[config.mk]
export PLATFORM = sky130hd
export DESIGN_NAME = ddr3_init_sequencer
export DESIGN_NICKNAME = d
export VERILOG_FILES = /design/src/rtl/ddr3_init_sequencer.sv
export SDC_FILE = /design/constraint.sdc
export NUM_CORES = 1
export LEC_CHECK = 0
export ABC_AREA = 1
export BUFFER_PORTS_ARGS = -buffer_cell sky130_fd_sc_hd__buf_4
export CAP_MARGIN = 20
export CORE_MARGIN = 3
export CORE_UTILIZATION = 50
export CTS_BUF_LIST = sky130_fd_sc_hd__clkbuf_8
export DETAILED_ROUTE_END_ITERATION = 10
export PLACE_DENSITY = 0.76
export SLEW_MARGIN = 15
export SYNTH_ARGS = -nofsm -noshare
export SYNTH_HDL_FRONTEND = slang
export SYNTH_SLANG_ARGS = --single-unit
[constraint.sdc]
create_clock -name clk -period 2.65 [get_ports clk]
set_input_delay 0.53 -clock clk [delete_from_list [all_inputs] [get_ports clk]]
set_output_delay 0.53 -clock clk [all_outputs]
set_load 0.005 [all_outputs]
[src/rtl/ddr3_init_sequencer.sv]
// rtl/ddr3_init_sequencer.sv - DDR3 power-up and mode-register init sequencer driving the DFII CSR bank over Wishbone
//
// Purpose: on a start pulse, walk a fixed 32-entry script of CSR writes and idle
// delays, then hand the PHY to hardware control and report done (or error on an
// ack timeout).
// Ports:
//   clk, rst                 clock, synchronous active-high reset
//   start                    pulse; accepted in IDLE, DONE or ERROR only
//   busy, done, error        status; done/error held until start or rst
//   step                     current script index (debug)
//   wb_adr/wb_dat_w/wb_sel   Wishbone classic master write address/data/selects
//   wb_cyc/wb_stb/wb_we      Wishbone cycle, strobe (== cyc), write enable
//   wb_dat_r, wb_ack         Wishbone read data (unused) and acknowledge
module ddr3_init_sequencer #(
    parameter logic [29:0] CSR_BASE     = 30'h2400,
    parameter int          WAIT_DLLK    = 600,
    parameter int          WAIT_ZQ      = 600,
    parameter int          WAIT_HANDOFF = 200,
    parameter int          ACK_TIMEOUT  = 1024
) (
    input  logic        clk,
    input  logic        rst,
    input  logic        start,
    output logic        busy,
    output logic        done,
    output logic        error,
    output logic [5:0]  step,
    output logic [29:0] wb_adr,
    output logic [31:0] wb_dat_w,
    input  logic [31:0] wb_dat_r,
    output logic [3:0]  wb_sel,
    output logic        wb_cyc,
    output logic        wb_stb,
    output logic        wb_we,
    input  logic        wb_ack
);
    typedef enum logic [2:0] {S_IDLE, S_LOAD, S_BUS, S_DELAY, S_DONE, S_ERROR} state_t;

    typedef struct packed {
        logic        is_end;
        logic        is_delay;
        logic [2:0]  offset;
        logic [31:0] data;
        logic [15:0] count;
    } entry_t;

    localparam logic [2:0] REG_CONTROL  = 3'd0;
    localparam logic [2:0] REG_COMMAND  = 3'd1;
    localparam logic [2:0] REG_ISSUE    = 3'd2;
    localparam logic [2:0] REG_ADDRESS  = 3'd3;
    localparam logic [2:0] REG_BADDRESS = 3'd4;

    function automatic entry_t wr(input logic [2:0] off, input logic [31:0] data);
        return {1'b0, 1'b0, off, data, 16'd0};
    endfunction

    function automatic entry_t dly(input logic [15:0] n);
        return {1'b0, 1'b1, 3'd0, 32'd0, n};
    endfunction

    // Steps 4..23 are five MRS groups of four writes each; the group index and
    // the position within the group fall out of (idx - 4) directly.
    function automatic entry_t script(input logic [5:0] idx);
        logic [5:0]  rel;
        logic [31:0] mr_a;
        logic [31:0] mr_b;
        entry_t      e;
        rel = idx - 6'd4;
        case (rel[4:2])
            3'd0:    begin mr_a = 32'h200; mr_b = 32'd2; end
            3'd1:    begin mr_a = 32'h000; mr_b = 32'd3; end
            3'd2:    begin mr_a = 32'h006; mr_b = 32'd1; end
            3'd3:    begin mr_a = 32'h320; mr_b = 32'd0; end
            default: begin mr_a = 32'h220; mr_b = 32'd0; end
        endcase
        e = {1'b1, 1'b0, 3'd0, 32'd0, 16'd0};
        if (idx >= 6'd4 && idx <= 6'd23) begin
            case (rel[1:0])
                2'd0:    e = wr(REG_ADDRESS, mr_a);
                2'd1:    e = wr(REG_BADDRESS, mr_b);
                2'd2:    e = wr(REG_COMMAND, 32'h0F);
                default: e = wr(REG_ISSUE, 32'h01);
            endcase
        end else begin
            case (idx)
                6'd0:    e = wr(REG_ADDRESS, 32'h0);
                6'd1:    e = wr(REG_BADDRESS, 32'h0);
                6'd2:    e = wr(REG_CONTROL, 32'h0C);
                6'd3:    e = wr(REG_CONTROL, 32'h0E);
                6'd24:   e = dly(16'(WAIT_DLLK));
                6'd25:   e = wr(REG_ADDRESS, 32'h400);
                6'd26:   e = wr(REG_BADDRESS, 32'h0);
                6'd27:   e = wr(REG_COMMAND, 32'h03);
                6'd28:   e = wr(REG_ISSUE, 32'h01);
                6'd29:   e = dly(16'(WAIT_ZQ));
                6'd30:   e = wr(REG_CONTROL, 32'h01);
                6'd31:   e = dly(16'(WAIT_HANDOFF));
                default: e = {1'b1, 1'b0, 3'd0, 32'd0, 16'd0};
            endcase
        end
        return e;
    endfunction

    state_t      state_q, state_d;
    logic [5:0]  step_q, step_d;
    logic [15:0] cnt_q, cnt_d;
    logic [15:0] tmo_q, tmo_d;
    logic        busy_q, busy_d, done_q, done_d, error_q, error_d;
    logic        cyc_q, cyc_d, we_q, we_d;
    logic [3:0]  sel_q, sel_d;
    logic [29:0] adr_q, adr_d;
    logic [31:0] dat_q, dat_d;

    entry_t      cur;
    logic [15:0] tmo_inc;
    logic        timeout_hit;
    logic        dat_r_unused;

    assign cur          = script(step_q);
    assign tmo_inc      = tmo_q + 16'd1;
    assign timeout_hit  = (tmo_inc == 16'(ACK_TIMEOUT));
    assign dat_r_unused = ^wb_dat_r;

    always_ff @(posedge clk) begin
        if (rst) begin
            state_q <= S_IDLE;
            step_q  <= '0;
            cnt_q   <= '0;
            tmo_q   <= '0;
            busy_q  <= 1'b0;
            done_q  <= 1'b0;
            error_q <= 1'b0;
            cyc_q   <= 1'b0;
            we_q    <= 1'b0;
            sel_q   <= '0;
            adr_q   <= '0;
            dat_q   <= '0;
        end else begin
            state_q <= state_d;
            step_q  <= step_d;
            cnt_q   <= cnt_d;
            tmo_q   <= tmo_d;
            busy_q  <= busy_d;
            done_q  <= done_d;
            error_q <= error_d;
            cyc_q   <= cyc_d;
            we_q    <= we_d;
            sel_q   <= sel_d;
            adr_q   <= adr_d;
            dat_q   <= dat_d;
        end
    end

    // A delay of n leaves the bus idle for n+1 cycles in total: the LOAD cycle
    // of the delay step, n-1 DELAY cycles, and the LOAD cycle of the next write.
    always_comb begin
        state_d = state_q;
        case (state_q)
            S_IDLE, S_DONE, S_ERROR: if (start) state_d = S_LOAD;
            S_LOAD: begin
                if (cur.is_end)                             state_d = S_DONE;
                else if (cur.is_delay && cur.count > 16'd1) state_d = S_DELAY;
                else if (!cur.is_delay)                     state_d = S_BUS;
            end
            S_BUS: begin
                if (wb_ack)           state_d = S_LOAD;
                else if (timeout_hit) state_d = S_ERROR;
            end
            S_DELAY: if (cnt_q <= 16'd2) state_d = S_LOAD;
            default: state_d = S_IDLE;
        endcase
    end

    always_comb begin
        step_d  = step_q;
        cnt_d   = cnt_q;
        tmo_d   = tmo_q;
        busy_d  = busy_q;
        done_d  = done_q;
        error_d = error_q;
        cyc_d   = cyc_q;
        we_d    = we_q;
        sel_d   = sel_q;
        adr_d   = adr_q;
        dat_d   = dat_q;
        case (state_q)
            S_IDLE, S_DONE, S_ERROR: begin
                if (start) begin
                    step_d  = '0;
                    done_d  = 1'b0;
                    error_d = 1'b0;
                    busy_d  = 1'b1;
                end
            end
            S_LOAD: begin
                if (cur.is_end) begin
                    busy_d = 1'b0;
                    done_d = 1'b1;
                end else if (cur.is_delay) begin
                    cnt_d = cur.count;
                    if (cur.count <= 16'd1) step_d = step_q + 6'd1;
                end else begin
                    adr_d = CSR_BASE + 30'(cur.offset);
                    dat_d = cur.data;
                    cyc_d = 1'b1;
                    we_d  = 1'b1;
                    sel_d = 4'hF;
                    tmo_d = '0;
                end
            end
            S_BUS: begin
                if (wb_ack) begin
                    cyc_d  = 1'b0;
                    we_d   = 1'b0;
                    sel_d  = '0;
                    step_d = step_q + 6'd1;
                end else if (timeout_hit) begin
                    cyc_d   = 1'b0;
                    we_d    = 1'b0;
                    sel_d   = '0;
                    error_d = 1'b1;
                    busy_d  = 1'b0;
                end else begin
                    tmo_d = tmo_inc;
                end
            end
            S_DELAY: begin
                cnt_d = cnt_q - 16'd1;
                if (cnt_q <= 16'd2) step_d = step_q + 6'd1;
            end
            default: ;
        endcase
    end

    assign busy     = busy_q;
    assign done     = done_q;
    assign error    = error_q;
    assign step     = step_q;
    assign wb_adr   = adr_q;
    assign wb_dat_w = dat_q;
    assign wb_sel   = sel_q;
    assign wb_cyc   = cyc_q;
    assign wb_stb   = cyc_q;
    assign wb_we    = we_q;
endmodule

Word-level counts from Yosys, hierarchy flattened
Memory sizes are Yosys's and may differ from the RTL's. A register that Yosys moved wholly into a read port is not among the register bits.
Cells that the tools add are included.
{"block": "word_totals", "output_inout_bits": 78, "elab_cells": 119, "inputBits": 36, "ff_bits": 111, "romBits": 480, "memories": 1}
{"block": "classes", "n_lt_le_gt_ge": 5, "n_reduce_logical": 21, "n_bitwise": 2, "muxes": 50, "n_addsub": 5, "eq_ne": 24}
{"memory": "(name not given)", "depth": 32, "word_bits": 15, "rd": 1, "rd_ports_with_merged_regs": 1, "wr": 0, "line_no": "85", "rtl": "case (idx)"}
{"cell": "$pmux 51 s3", "count": 1}
{"cell": "$mux 53", "count": 2}
{"cell": "$mux 16", "count": 6}
{"cell": "$pmux 16 s2", "count": 2}
{"cell": "$pmux 10 s4", "count": 1}
{"cell": "$mux 6", "count": 6}
{"cell": "$pmux 6 s4", "count": 1}
{"cell": "$ne 2x2->1 const B", "count": 11}
{"cell": "$mux 3", "count": 7}
{"cell": "$add 16x1->16 const B", "count": 1}
{"cell": "$eq 16x11->1 const B", "count": 1}
{"cell": "$gt 16x1->1 const B", "count": 1}
{"cell": "$le 16x1->1 const B", "count": 1}
{"cell": "$le 16x2->1 const B", "count": 1}
{"cell": "$mux 4", "count": 4}
{"cell": "$sub 16x1->16 const B", "count": 1}
{"cell": "$add 14x3->15 const A", "count": 1}
{"cell": "$eq 3x2->1 const B", "count": 4}
{"cell": "$pmux 3 s4", "count": 1}
{"cell": "$reduce_and 4->1", "count": 3}
{"cell": "$mux 1", "count": 11}
{"cell": "$mux 5", "count": 2}
{"cell": "$reduce_and 5->1", "count": 2}
{"cell": "$reduce_and 3->1", "count": 3}
{"cell": "23 further kinds", "count": 33}

Depth between registers and ports, before layout
{"block": "depth", "depth_word": 12, "depth_mapped": 16, "ltp_nobuf": 15}

Worst setup path after synthesis
OpenSTA, ideal clock, no wires.
{"block": "synth_path", "kind": "flip-flop to flip-flop", "start": "register tmo_q[1]", "end": "register tmo_q[5]", "setup_time_ps": 139, "synth_period_minus_slack_ps": 1919, "stages_incl_launch_ff": 14, "required_time_ps": 2511, "arrival_ps": 1780, "n_path_buf": 1, "slack_ps": 731, "path_cell_list": "dfxtp_1 ha_1 nand2_1 nor2_2 nand2_1 nand2_1 nand3_1 nor3_2 nand3_2 nand3_4 inv_4 buf_12 nand2_4 a21oi_2"}
{"block": "synth_via", "elab_chain_len": 4}
{"item": "start: declaration", "line_no": "107", "rtl": "logic [15:0] tmo_q, tmo_d;"}
{"item": "start signal: assignment", "line_no": "142", "rtl": "tmo_q <= tmo_d;"}
{"item": "$add 16x1->16 (*)", "line_no": "120", "rtl": "assign tmo_inc = tmo_q + 16'd1;"}
{"item": "$eq 16x11->1 or $mux 16 (tied branches)", "line_no": "121, 217"}
{"item": "$ne 2x2->1 (no source line) or $mux 16 (tied branches)"}
{"item": "$reduce_and 5->1 (no source line) or $pmux 16 s2 (tied branches)"}
Mark *: on every way between the ends. The rest lies on a longest branch, timed or not. The select of a mux whose other input is x is not followed.
A chain may end at the register's enable or synchronous reset.

Worst setup path in the final report
{"block": "layout_path", "start": "register tmo_q[1]", "end": "register tmo_q[2]"}
The elaborated chain is that of the path after synthesis.

==> results.md <==
* Status: finished clean
* Buf/Inv on CP at 1
* Post-Place Worst Slack at roughly 330 ps
* IO buf count at 32
* Sequential share of the synthesized area at 0.311
* Layout Utilization at 0.561
* Worst setup margin at around 250 ps
* First-pass GRT wire length at between 15 and 20 mm
* Total Power at 3.64 mW
* GPL Wtd Cong at 0.917
* Worst Skew at 7.88 ps
* Fin crit period at 2400 ps
* CP startpoint kind: register
* Largest net degree at the start of global routing at 29
* Fraction of layout cells with a size suffix above 1 at 0.163
* Cell area power density at 774 mW/mm^2
* CP Data Arrival Time at about 2700 ps
* Final Instance Area at around 0.0047 mm^2
* TritonRoute pass-1 iters at 5
* Setup-failing EPs final at 0
* ANT nets after route at 0
* Yosys top cell by area: dfxtp_1
* H-tree levels at 3
* Async S/R FF share, synth at 0
* Setup_tns at 0 ps
* Unrepaired setup endpoints after global routing: false
* Row cnt at 33
* Prevailing post-synth register cell: dfxtp_1
* LEAKAGE at around 2.3 nW
* VDD IR max at 0.448 mV
* Final net count at slightly above 700
* Post-cts resize count at 0
* Hold path startpoint: error$_SDFFE_PP0P_
* DRT iter0 DRCs at between 200 and 250
* Worst-path cell chain: ha_1, nand2_1, nor2_2, nand3_1, nand2_1, nand2_1, nand2_1, nor2_2, nand3_2, nand3_4, inv_4, nand2_1, a21oi_1
* # diodes at 0
* Core outline area at ~0.0084 mm^2
* Via density at roughly 5.2
* CP max stage delay at 380 ps
* Placed instance area at about 0.0045 mm^2
* Clock latency at the later pin of the worst-skew pair at roughly 350 ps
* HP Class: register to register
* Yosys cell types at 46
* Total wire length at roughly 9.6 mm
* Worst Path Max Fanout at 14
* Setup bufs post-CTS at 0
* Routed vias at between 4,000 and 5,000
* Most frequent CP cell: nand2_1
* Cell at the slowest stage of the critical path: dfxtp_1
* F_max at 416 MHz
* Crit. End Element: register
* Bufs on Longest Clock Path at 2
* Yosys top cell area share at 0.311
* Crit. Startpoint: tmo_q[1]$_SDFFE_PP0P_
* Final Hold Slack at roughly 470 ps
* Max Slew Vio Count at 0
* Dominant cells by area after synthesis: dfxtp_1 31%, nand2_1 12%, buf_4 9.9%, nand3_1 6.2%, nor2_1 5.8%
* Vias in the first global route at roughly 3,600
* Crit Path Class: register to register
* Clock-pin slew on the worst setup and hold paths at ~70 ps
* Max-cap violations at 0
* Register bit count reported by yosys at between 60 and 70
* Reg-to-Reg Start: tmo_q[1]$_SDFFE_PP0P_
* CTS root buffer: clkbuf_8
* Post-route insts no fill at around 780
* Mean Syn Cell Area at roughly 6.9 um^2
* Syn Inst Count at ~640
* Initial core utilization at 0.523
* Worst path required time at a little under 3000 ps
* GRT Util Overall at 0.196
* Final hold viol count at 0
* GRT overflow at 0
* Inst Count DP at between 700 and 800
* Post-synth EDFFs at 0
* Mapped Area at 0.00438 mm^2
* Initial antenna violation count at 0
* Die area at around 0.01 mm^2
* Critical path's top delay family: simple AND/OR/NAND/NOR gates
* Crit share post-route at 0.906
* CTS tree: built
* Ports at 114
* Wire per inst at 12.3 um
* Residual DRC at 0
* Yosys Warn Count at 0
* Chip Width at about 100 um
* Num CTS Buffers at 9
* Layout area overhead at 7.40%
* Clock tree sinks at between 60 and 70
* Cts hold-fix bufs at 0
* Dpl hpwl at between 7 and 8 mm
* Chip height at roughly 100 um
final timing paths:
| path | end | slack (ps) | depth (start not counted) |
|---|---|---|---|
| worst min register to register | error$_SDFFE_PP0P_ | 470 | 2 |
| worst min-delay path | error$_SDFFE_PP0P_ | 470 | 2 |
| worst max-delay path | tmo_q[2]$_SDFFE_PP0P_ | 250 | 13 |
| worst max register to register | tmo_q[2]$_SDFFE_PP0P_ | 250 | 13 |
worst reg2reg max path, delay by kind of cell (launching register included):
kind	cells	cell delay [ps]
adders and majority gates	1	290
and+or+nand+nor	10	1190
DFF	1	380
AOI/OAI and AO/OA	1	150
buffers and inverters	1	330
cells by family (layout without fill, tap and decap cells):
family,Yosys count,count (layout),synth area share
flops,68,68,0.311
compound gates,92,92,0.122
other cells,1,49,0.000856
buf+inv,142,126,0.179
xor+xnor,4,4,0.00800
simple gates,324,324,0.359
fa+ha+maj,7,7,0.0200
layout make-up:
type | count | area [um^2]
fill | 752 | 3680
multi-input combinational | 476 | 2420
sequential | 68 | 1360
timing repair buffer | 39 | 293
inverter | 71 | 269
clock buffer | 12 | 165
tap | 105 | 131
clock inverter | 4 | 70.1
Yosys cell counts (8+ instances only):
library cell,count
nand2_4,12
nand4_1,13
inv_1,64
dfxtp_1,68
nor2_1,68
buf_4,58
nand2_1,139
nand3_1,54
a21oi_1,36
a21oi_2,11
o21ai_0,27
nor3_1,8
placed cells by master (no fill, tap or decap), types with 7 or more instances in the layout:
| cell | n |
|---|---|
| nand3_1 | 54 |
| a21oi_2 | 11 |
| nand4_1 | 13 |
| buf_4 | 39 |
| conb_1 | 49 |
| nor2_1 | 68 |
| inv_1 | 64 |
| o21ai_0 | 27 |
| a21oi_1 | 36 |
| nand2_1 | 139 |
| nand2_4 | 12 |
| dfxtp_1 | 68 |
| nor3_1 | 8 |
| ha_1 | 7 |
| clkbuf_8 | 12 |
routing by layer:
metal / part of all wire / track usage / vias up
met5: 0 / 0 / -
met4: 0.013 / 0.0683 / 0
met3: 0.052 / 0.0442 / 14
met2: 0.48 / 0.318 / 128
met1: 0.46 / 0.258 / 1850
li1: - / - / 2013
power breakdown:
part	leakage [nW]	total (mW)	internal, mW	switching (mW)
combinational	1.66	1.32	0.496	0.829
sequential	0.552	1.32	1.18	0.137
clock	0.122	0.999	0.604	0.395
No activity file was read; power rests on OpenSTA's default activity.
